$ cat src/rtl/gpio_pad_bank.sv
// GPIO pad bank: registered output/enable path, per-pin input synchroniser,
// debounce filter and sticky edge-interrupt flags with OR-reduced irq.
module gpio_pad_bank #(
  parameter int NUM_PINS    = 11,
  parameter int SYNC_STAGES = 2,
  parameter int DEBOUNCE_W  = 8
) (
  input  logic                    clk,
  input  logic                    rst_n,
  input  logic [NUM_PINS-1:0]     pad_in_i,
  input  logic [NUM_PINS-1:0]     dir_i,
  input  logic [NUM_PINS-1:0]     out_val_i,
  input  logic [2*NUM_PINS-1:0]   edge_mode_i,
  input  logic [DEBOUNCE_W-1:0]   debounce_i,
  input  logic [NUM_PINS-1:0]     irq_clr_i,
  output logic [NUM_PINS-1:0]     pad_out_o,
  output logic [NUM_PINS-1:0]     pad_oe_o,
  output logic [NUM_PINS-1:0]     in_val_o,
  output logic [NUM_PINS-1:0]     irq_status_o,
  output logic                    irq_o
);

  logic [NUM_PINS-1:0]   sync_p0 [SYNC_STAGES];
  logic [NUM_PINS-1:0]   stable_p1;
  logic [NUM_PINS-1:0]   stable_d;
  logic [NUM_PINS-1:0]   irq_p1;
  logic [NUM_PINS-1:0]   irq_set;
  logic [DEBOUNCE_W-1:0] cnt_p1 [NUM_PINS];
  logic [DEBOUNCE_W-1:0] cnt_d  [NUM_PINS];
  logic [NUM_PINS-1:0]   sync_last;

  // One extra bit keeps cnt+1 from overflowing; a threshold of 0 always hits.
  function automatic logic thresh_hit(input logic [DEBOUNCE_W-1:0] cnt,
                                      input logic [DEBOUNCE_W-1:0] thr);
    logic [DEBOUNCE_W:0] nxt;
    nxt = {1'b0, cnt} + (DEBOUNCE_W+1)'(1);
    return nxt >= {1'b0, thr};
  endfunction

  assign sync_last = sync_p0[SYNC_STAGES-1];

  // Output path: one register stage
  always_ff @(posedge clk or negedge rst_n) begin
    if (!rst_n) begin
      pad_out_o <= '0;
      pad_oe_o  <= '0;
    end else begin
      pad_out_o <= out_val_i;
      pad_oe_o  <= dir_i;
    end
  end

  // Stage p0: synchroniser chain
  always_ff @(posedge clk or negedge rst_n) begin
    if (!rst_n) begin
      for (int s = 0; s < SYNC_STAGES; s++) sync_p0[s] <= '0;
    end else begin
      sync_p0[0] <= pad_in_i;
      for (int s = 1; s < SYNC_STAGES; s++) sync_p0[s] <= sync_p0[s-1];
    end
  end

  // Stage p1: debounce decision and edge detection
  always_comb begin
    stable_d = stable_p1;
    irq_set  = '0;
    for (int i = 0; i < NUM_PINS; i++) begin
      cnt_d[i] = '0;
      if (sync_last[i] != stable_p1[i]) begin
        if (thresh_hit(cnt_p1[i], debounce_i)) begin
          stable_d[i] = sync_last[i];
          irq_set[i]  = !dir_i[i] &&
                        (sync_last[i] ? edge_mode_i[2*i] : edge_mode_i[2*i+1]);
        end else begin
          cnt_d[i] = cnt_p1[i] + DEBOUNCE_W'(1);
        end
      end
    end
  end

  always_ff @(posedge clk or negedge rst_n) begin
    if (!rst_n) begin
      stable_p1 <= '0;
      irq_p1    <= '0;
      for (int i = 0; i < NUM_PINS; i++) cnt_p1[i] <= '0;
    end else begin
      stable_p1 <= stable_d;
      irq_p1    <= (irq_p1 & ~irq_clr_i) | irq_set;
      for (int i = 0; i < NUM_PINS; i++) cnt_p1[i] <= cnt_d[i];
    end
  end

  assign in_val_o     = stable_p1;
  assign irq_status_o = irq_p1;
  assign irq_o        = |irq_p1;

endmodule

$ cat config.mk
export PLATFORM = sky130hd
export DESIGN_NAME = gpio_pad_bank
export DESIGN_NICKNAME = d
export VERILOG_FILES = /design/src/rtl/gpio_pad_bank.sv
export SDC_FILE = /design/constraint.sdc
export NUM_CORES = 1
export LEC_CHECK = 0
export ABC_AREA = 0
export BUFFER_PORTS_ARGS = -buffer_cell sky130_fd_sc_hd__buf_2
export CAP_MARGIN = 20
export CORE_MARGIN = 2
export CORE_UTILIZATION = 50
export CTS_BUF_LIST = sky130_fd_sc_hd__clkbuf_4
export CTS_CLUSTER_SIZE = 8
export DETAILED_ROUTE_END_ITERATION = 8
export GPL_ROUTABILITY_DRIVEN = 0
export PLACE_DENSITY = 0.71
export RECOVER_POWER = 100
export REMOVE_ABC_BUFFERS = 1
export SYNTH_ARGS = -nofsm -noshare
export SYNTH_HDL_FRONTEND = slang
export SYNTH_SLANG_ARGS = --single-unit
$ cat constraint.sdc
create_clock -name clk -period 4.3 [get_ports clk]
set_input_delay 0.645 -clock clk [delete_from_list [all_inputs] [get_ports clk]]
set_output_delay 0.645 -clock clk [all_outputs]
set_load 0.05 [all_outputs]
==> results of run 1 <==
==> Yosys cell counts <==
cell type  number
a211oi_2        3
a211oi_4        7
a21o_1         22
a21oi_1        12
a221o_1        10
a221oi_1        1
a22o_1          1
a22oi_1         3
a31oi_1         7
and3_1         73
dfrtp_1       154
ha_1           99
inv_1          30
mux2_1          4
nand2_1        64
nand3_1        35
nand3b_1        2
nand4_1         3
nor2_1         46
nor2b_1        48
nor3_1         11
nor4_1          2
o21ai_0         1
o21ai_1        17
o21ai_2         3
o32ai_1        10
xnor2_1        24
xor2_1         50
==> where the power goes <==
group          internal [mW]  switching (mW)  total, mW  leakage (nW)
Clock                  0.401           0.515      0.916         0.153
Sequential              1.63           0.198       1.82          2.01
Combinational          0.395           0.728       1.12          2.91
==> cell type report <==
class,instances,area share
multi-input combinational,558,0.444
sequential,154,0.422
timing repair buffer,121,0.0610
tap,216,0.0296
clock inverter,13,0.0168
clock buffer,18,0.0148
inverter,30,0.0123
antenna,1,0.000274
==> sequential cells by signal (all words and copies together), names as in the netlist <==
register / count
pad_oe_o: 11
cnt_p1: 88
sync_last: 11
pad_out_o: 11
sync_p0: 11
in_val_o: 11
irq_status_o: 11
==> stage by stage <==
step | cell area [um^2] | util | hold slack [ns] | power, mW | setup WS, ns
6_report | 9140 | 0.575 | 0.180 | 3.86 | 1.03
5_1_grt | 9140 | 0.575 | 0.124 | 4.15 | 0.687
4_1_cts | 9320 | 0.587 | 0.130 | 3.97 | 1.49
3_5_place_dp | 9030 | 0.569 | 0.339 | 3.06 | 1.44
3_3_place_gp | 9030 | 0.569 | 0.331 | 3.02 | 1.50
2_1_floorplan | 8140 | - | 0.331 | 2.71 | 1.79
==> metal layers <==
metal,part of all wire,up-vias,GRT usage
met4,0.015,0,0.0682
met3,0.038,16,0.0424
met1,0.48,2777,0.262
met5,0,-,0
li1,-,2922,-
met2,0.47,115,0.332
==> logic make-up (layout without fill, tap and decap cells) <==
family,after synthesis,in the layout
DFF,154,154
AOI/OAI and AO/OA,97,97
buffers and inverters,30,182
muxes,4,4
xor gates and xnor gates,74,74
other,0,1
adders and majority gates,99,99
and+or+nand+nor,284,284
==> worst reg2reg max path, cell delays in order, from the launching register on <==
cell,delay (ns)
dfrtp_1,0.45
ha_1,0.22
nand3_1,0.15
nor2_1,0.17
xor2_1,0.23
ha_1,0.28
a21o_1,0.16
a221o_1,0.35
a211oi_1,0.86
nand2_1,0.17
nor2b_1,0.16
==> worst paths after layout <==
check	startpoint	endpoint
setup / recovery	cnt_p1[24]	cnt_p1[31]
setup reg to reg	cnt_p1[24]	cnt_p1[31]
hold reg to reg	sync_p0[20]	sync_last[9]
hold / removal	pad_in_i[3]	sync_p0[14]
min in group asynchronous	rst_n	sync_last[2]
max in group asynchronous	rst_n	pad_out_o[7]
==> results.yml, run 1 <==
die:
  die_x_um: 132
  die-area_um2: 17300
  core_area_um2: 15900
  initial_core_util: 0.512
  ios: 121
  fp-row-count: 46
  die_h_um: 132
synth:
  ys_ff_latch: 154
  synth_top_family_by_area: "simple AND/OR/NAND/NOR gates"
  yosys.area_share.simple: 0.178
  netlist_area_um2: 8140
  synth_compound_gate_area_share: 0.0972
  syn_avg_cell_area_um2: 11.0
  synth_top_cells_by_area: "dfrtp_1 (47%), ha_1 (15%), and3_1 (5.6%)"
  yosysSeqAreaShare: 0.474
  ys_types: 28
  synth_xor_area_frac: 0.0797
  netlist_instances: 742
  yosys.area.top_type: "dfrtp_1"
  yosysWarnings: 0
  netlist.area_leader.share: 0.474
  synth_fa_ha_area_frac: 0.152
  synth.area.mux_share: 0.00554
clock_tree:
  post-cts-setup-buffers: 0
  cts.sinks: 154
  cts_tree: "yes"
  numCtsBuffers: 17
  cts_resized: 0
  clk_pin_slew_worst_paths_ns: 0.13
  htreeDepth: 4
  cts_hold_buf: 0
  clk_latency_ns: 0.56
  root_buffer: "clkbuf_4"
  max-clock-path-buffers: 2
critical_path:
  crit_arrival_ns: 3.76
  crit_type: "reg2reg"
  worst_setup_path_start_kind: "register"
  cp.depth: 10
  cpPeakStageDelay_ns: 0.86
  r2r_setup_slack_ns: 1.03
  path_max_fanout: 10
  end_kind: "register"
  slowest_stage: "a211oi_1"
  crit_family: "compound AO/OA/AOI/OAI gates"
  worstPathRequired_ns: 4.79
  reg2regPathDepth: 10
  critPathBufInv: 0
  path_cells: "ha_1 > nand3_1 > nor2_1 > xor2_1 > ha_1 > a21o_1 > a221o_1 > a211oi_1 > nand2_1 > nor2b_1"
  crit_top_cell: "ha_1"
grt:
  grt_max_degree: 106
  grt_pass1_wl_um: 27800
  grt_use_total: 0.201
  grt_overflow: 0
  antenna_found_initial: 1
  grt_pass1_vias: 5892
job:
  drv_cap: 1
finish:
  fill_cells: 1443
  final_common_cell: "dfrtp_1"
  drive_gt1_frac: 0.112
  register_area_um2: 3850
  final_cell_mix: "dfrtp_1 (154), ha_1 (99), and3_1 (73)"
  stdcell_count: 1111
  multi_input_area_um2: 4060
  nets: 1057
  area_growth_syn_to_layout_pct: 12.4
status:
  status: "finished with violations"
  violations: "capacitance limit, slew limit"
detailed_routing:
  post_drt_via_cell_ratio: 5.25
  drtAntennaViolNets: 0
  drt_first_pass_iters: 5
  wl_um: 16300
  wl_per_cell_um: 14.7
  remaining_drc_errors: 0
  drtIter0Drc: 312
  num_vias: 5830
timing:
  maxSlewHeadroom: -0.695
  period_share: 0.760
  final_hold_viol_count: 0
  rsz0062_at_grt: "no"
  drv_slew: 105
  worst_pin_slew_ns: 2.54
  worst_clock_skew_ns: 0.0142
  finalSetupViolations: 0
  tns_ns: 0
  timing.fmax_mhz: 306
  period_minus_slack_ns: 3.27
place:
  hpwl_um: 11700
  io_buffer_count: 120
  dpl.cell_count: 1079
worst_hold_path:
  hold_depth: 1
  min_path_type: "in2reg"
power:
  peakVddDrop_v: 0.000298
  p_per_area_nw_per_um2: 423
  cellLeakagePower_nw: 5.07
(Power assumes the default switching activity.)
==> run 2: changes to the inputs <==
Settings changed: ABC_AREA 0 to 1.
Clock period 4.3 ns to 3.3 ns, I/O delays scaled along.
==> run 2 against run 1 <==
Net effect: the run still ends with capacitance limit, slew limit left; via count grew 13%; non-clock buffer count grew 32; setup slack got worse by 0.12 ns.
==> results.yml, run 2 <==
status:
  status: "finished with violations"
  violations: "capacitance limit, slew limit"
timing:
  maxSlewHeadroom: -0.313
  worst_clock_skew_ns: 0.0230
  worst_pin_slew_ns: 1.97
  drv_slew: 79
  timing.fmax_mhz: 418
  tns_ns: 0
  final_hold_viol_count: 0
  period_share: 0.725
  finalSetupViolations: 0
  period_minus_slack_ns: 2.39
  rsz0062_at_grt: "no"
worst_hold_path:
  worstHoldEndpoint: "pad_oe_o[3]"
  hold_start: "dir_i[3]"
  min_path_type: "in2reg"
  hold_depth: 1
synth:
  synthMostInstantiatedCell: "nand2_1"
  synth_commonest_cells: "nand2_1 (222), inv_1 (186), dfrtp_1 (154), nor2_1 (138), ha_1 (99)"
  ys_ff_latch: 154
  yosys.area_share.simple: 0.227
  synth_top_family_by_area: "simple AND/OR/NAND/NOR gates"
  ys_types: 22
  yosys.area.top_type: "dfrtp_1"
  netlist_instances: 997
  syn_avg_cell_area_um2: 8.62
  synth_top_cells_by_area: "dfrtp_1 (45%), ha_1 (14%), nand2_1 (9.7%)"
  yosysSeqAreaShare: 0.448
  async_flop_share: 1.00
  synth_xor_area_frac: 0.0591
  synth_compound_gate_area_share: 0.0405
  synth_edf_count: 0
  netlist.area_leader.share: 0.448
  synth.area.mux_share: 0
  netlist_area_um2: 8590
  yosysWarnings: 0
  synth_fa_ha_area_frac: 0.144
  synthFlopType: "dfrtp_1"
critical_path:
  worstPathRequired_ns: 3.78
  end_kind: "register"
  r2r_setup_slack_ns: 0.91
  crit_start: "cnt_p1[48]"
  crit_arrival_ns: 2.87
  regToRegEndpoint: "cnt_p1[48]"
  crit_type: "reg2reg"
  rr_startpoint: "cnt_p1[48]"
  worst_setup_path_start_kind: "register"
  path_max_fanout: 8
  reg2regPathDepth: 12
finish:
  utilization: 0.599
  area_growth_syn_to_layout_pct: 16.3
  final_common_cell: "nand2_1"
  n_antenna_cell: 0
  largest_reg_flops: 88
  nets: 1344
  drive_gt1_frac: 0.107
  fill_cells: 1535
  final_cell_mix: "nand2_1 (222), inv_1 (186), dfrtp_1 (154)"
  regMostFlops: "cnt_p1"
  multi_input_area_um2: 3970
  register_area_um2: 3850
power:
  switching_share: 0.382
  p_comb_frac: 0.301
  p_per_area_nw_per_um2: 521
  internal_power_mw: 3.22
  switchingPower_mw: 1.99
  p_seq_frac: 0.447
  peakVddDrop_v: 0.000434
  cellLeakagePower_nw: 5.89
  p_clk_frac: 0.252
die:
  die_h_um: 135
  core_area_um2: 16700
  die-area_um2: 18300
  fp-row-count: 47
  ios: 121
  die_x_um: 135
  initial_core_util: 0.515
clock_tree:
  max-clock-path-buffers: 2
  post-cts-setup-buffers: 0
  clk_pin_slew_worst_paths_ns: 0.14
  cts.sinks: 154
  cts_hold_buf: 27
  htreeDepth: 4
  numCtsBuffers: 17
  cts_resized: 0
  cts_tree: "yes"
  root_buffer: "clkbuf_4"
  clk_latency_ns: 0.57
grt:
  grt_pass1_vias: 6395
  antenna_found_initial: 0
  grt_use_total: 0.194
  grt_pass1_wl_um: 28200
  grt_max_degree: 80
  grt_overflow: 0
detailed_routing:
  drtIter0Drc: 242
  wl_per_cell_um: 11.9
  drt_first_pass_iters: 5
  wl_um: 16700
  remaining_drc_errors: 0
  num_vias: 6612
  drtAntennaViolNets: 0
  post_drt_via_cell_ratio: 4.72
place:
  hpwl_um: 12100
  io_buffer_count: 120
job:
  drv_cap: 1
-- run 2: worst max-delay path, stage by stage (launching register included) --
cell	delay, ns
dfrtp_1	0.45
ha_1	0.25
nand3_1	0.12
xor2_1	0.20
inv_1	0.08
ha_1	0.31
a21oi_1	0.15
nand3_1	0.10
nand2_1	0.07
nand2_1	0.04
nand2_1	0.09
nand3_1	0.27
nor2_1	0.19
-- run 2: kinds of logic (layout without fill, tap and decap cells) --
logic type                 after synthesis  count (layout)
xor gates and xnor gates                58              58
buffers and inverters                  186             371
AOI/OAI and AO/OA                       51              51
and+or+nand+nor                        449             449
adders and majority gates               99              99
DFF                                    154             154
-- run 2: area by class of cell --
type                    count  area share
clock buffers              17      0.0128
clock inverters            15      0.0203
inverters                 186      0.0698
multi-input cells         657       0.397
flip-flops and latches    154       0.386
well taps                 220      0.0275
repair buffers            153      0.0871
-- run 2: power groups by stage --
stage	sequential (mW)	clock (mW)	combinational, mW
3_3_place_gp	2.36	0	1.55
6_report	2.33	1.31	1.57
4_1_cts	2.33	1.37	1.63
3_5_place_dp	2.37	0	1.60
5_1_grt	2.36	1.42	1.83
2_1_floorplan	2.54	0	0.976
-- run 2: through the flow --
step	cell area, um^2	setup WS (ns)	cells	total power [mW]	hold slack (ns)
3_3_place_gp	9510	1.07	1340	3.91	0.332
6_report	10000	0.908	1402	5.21	0.0492
5_1_grt	10000	0.650	1402	5.61	0.00242
4_1_cts	10100	1.02	1399	5.33	0.00178
3_5_place_dp	9510	1.03	1340	3.96	0.335
2_1_floorplan	8590	1.37	997	3.51	0.199
-- run 2: worst max-delay path by stage --
| stage | endpoint | slack (ns) | cells after the start |
|---|---|---|---|
| finish | cnt_p1[48] | 0.91 | 12 |
| global route | cnt_p1[49] | 0.65 | 12 |
| CTS | irq_o | 1.02 | 4 |
| detailed placement | cnt_p1[48] | 1.03 | 10 |
| global placement | cnt_p1[54] | 1.07 | 12 |
| floorplan | cnt_p1[24] | 1.37 | 14 |
-- run 2: layer usage --
| layer | GRT usage | vias to the layer above | wire (um) |
|---|---|---|---|
| li1 | - | 3452 | - |
| met1 | 0.249 | 3016 | 7900 |
| met2 | 0.334 | 129 | 7800 |
| met3 | 0.0465 | 15 | 784 |
| met4 | 0.0440 | 0 | 172 |
| met5 | 0 | - | 0 |
==> run 3: changes to the inputs <==
Settings changed: ABC_AREA 1 to 0.
Clock period 3.3 ns to 2.3 ns, I/O delays scaled along.
==> run 3 against run 2 <==
Net effect: the run ends with capacitance limit, slew limit, setup timing left; power increased by 58%; first-iteration DRC count increased by 13%; highest routed layer unchanged; global-route usage increased by 4.7 points; die area decreased by 5.2%; final cell count decreased by 5.1%; count of clock-buffer cells in the layout increased by 3.
==> results.yml, run 3 (synthesis results as in run 1) <==
finish:
  n_antenna_cell: 0
  drive_gt1_frac: 0.378
  final_cell_mix: "buf_4 (151), dfrtp_1 (150), ha_1 (85)"
  largest_reg_flops: 88
  regMostFlops: "cnt_p1"
  fin_area_um2: 12000
  final_common_cell: "buf_4"
  nets: 1277
  area_growth_syn_to_layout_pct: 47.5
critical_path:
  regToRegEndpoint: "in_val_o[3]"
  cpPeakStageDelay_ns: 0.41
  reg2regPathDepth: 9
  crit_arrival_ns: 3.04
  slowest_stage: "dfrtp_1"
  rr_startpoint: "cnt_p1[56]"
  worst_setup_path_start_kind: "register"
  critPathBufInv: 0
  crit_family: "compound AO/OA/AOI/OAI gates"
  r2r_setup_slack_ns: -0.25
  path_cells: "ha_2 > nand3_2 > nor2_2 > xor2_1 > ha_1 > a21o_1 > a221o_1 > a211oi_4 > mux2_4"
  crit_type: "reg2reg"
  path_max_fanout: 3
  end_kind: "register"
  worstPathRequired_ns: 2.79
power:
  peakVddDrop_v: 0.000522
  cellLeakagePower_nw: 6.29
  p_per_area_nw_per_um2: 685
die:
  initial_core_util: 0.512
  die_h_um: 132
  fp-row-count: 46
  die_x_um: 132
  ios: 121
  core_area_um2: 15900
  die-area_um2: 17300
clock_tree:
  htreeDepth: 4
  cts_tree: "yes"
  cts.sinks: 154
  clk_pin_slew_worst_paths_ns: 0.14
  numCtsBuffers: 17
  root_buffer: "clkbuf_4"
  clk_latency_ns: 0.59
  max-clock-path-buffers: 2
worst_hold_path:
  worstHoldEndpoint: "irq_status_o[8]"
  min_path_type: "in2reg"
  hold_start: "irq_clr_i[8]"
  hold_depth: 3
detailed_routing:
  post_drt_via_cell_ratio: 5.16
  route.met2.wl_um: 10700
  drtAntennaViolNets: 0
  drtIter0Drc: 273
  top_layer: "met4"
  remaining_drc_errors: 0
  drt_first_pass_iters: 5
  wl_per_cell_um: 15.7
  num_vias: 6864
  wl_met1_um: 8840
  route.met3.wl_um: 833
  wl_um: 20900
place:
  hpwl_um: 13000
  place_area_um2: 10100
  io_buffer_count: 120
status:
  status: "finished with violations"
  violations: "capacitance limit, slew limit, setup timing"
job:
  drv_cap: 1
grt:
  grt_pass1_vias: 7129
  grt_use_total: 0.241
  grt_overflow: 0
  grt_pass1_wl_um: 33600
  grt_max_degree: 65
  antenna_found_initial: 0
timing:
  layout_setup_ws_ns: -0.248
  maxSlewHeadroom: -0.0292
  final_hold_viol_count: 0
  holdWs_ns: 0.103
  period_minus_slack_ns: 2.55
  worst_pin_slew_ns: 1.54
  finalSetupViolations: 104
  drv_slew: 65
  rsz0062_at_grt: "yes"
  timing.fmax_mhz: 393
  period_share: 1.11
  worst_clock_skew_ns: 0.0224
==> run 3: layout make-up <==
class / count / area (um^2)
clock buffers: 20 / 150
clock inverters: 12 / 101
fillers: 1070 / 3880
inverters: 30 / 113
multi-input cells: 558 / 5080
flip-flops and latches: 154 / 3860
well taps: 216 / 270
repair buffers: 341 / 2430
==> run 3: routing by layer <==
| metal | GRT usage | up-vias |
|---|---|---|
| met4 | 0.0815 | 0 |
| met2 | 0.414 | 145 |
| li1 | - | 3338 |
| met5 | 0 | - |
| met1 | 0.307 | 3342 |
| met3 | 0.0451 | 39 |
==> run 3: worst max path at each step <==
stage               slack, ns           to  depth (start not counted)  startpoint
floorplan               -0.21  in_val_o[4]                          9  cnt_p1[48]
global placement        -0.20  in_val_o[3]                          9  cnt_p1[56]
detailed placement      -0.30   cnt_p1[53]                         11  cnt_p1[48]
CTS                     -0.14  in_val_o[3]                          9  cnt_p1[56]
global route            -0.38   cnt_p1[44]                         11  cnt_p1[40]
finish                  -0.25  in_val_o[3]                          9  cnt_p1[56]
==> run 3: what timing repair did <==
item                                   CTS  global route
hold buffers                            44             0
resized for setup                       91            96
buffers inserted                        27            22
pin swaps                              110            68
endpoints found under the hold margin  103             0
setup endpoints to repair              104           110
==> run 3: worst min-delay path, delay by kind of cell <==
family / cells / cell delay (ns)
AO/OA/AOI/OAI: 1 / 0.15
buffers and inverters: 2 / 0.15
==> run 3: metrics by stage <==
stage           util  setup TNS (ns)  cells  power, mW  setup slack, ns
3_5_place_dp   0.635          -17.84   1206       6.12           -0.296
2_1_floorplan      -           -4.52    742       5.06           -0.208
5_1_grt        0.756          -28.82   1331       8.79           -0.379
3_3_place_gp   0.635          -13.37   1206       6.01           -0.198
4_1_cts        0.718           -8.02   1309       7.92           -0.141
6_report       0.756          -13.85   1331       8.22           -0.248
==> run 3: power breakdown <==
part	leakage (nW)	switching [mW]	total, mW	internal [mW]
combinational	4.15	1.84	3.24	1.41
clock	0.124	1.00	1.56	0.561
sequential	2.01	0.367	3.41	3.05
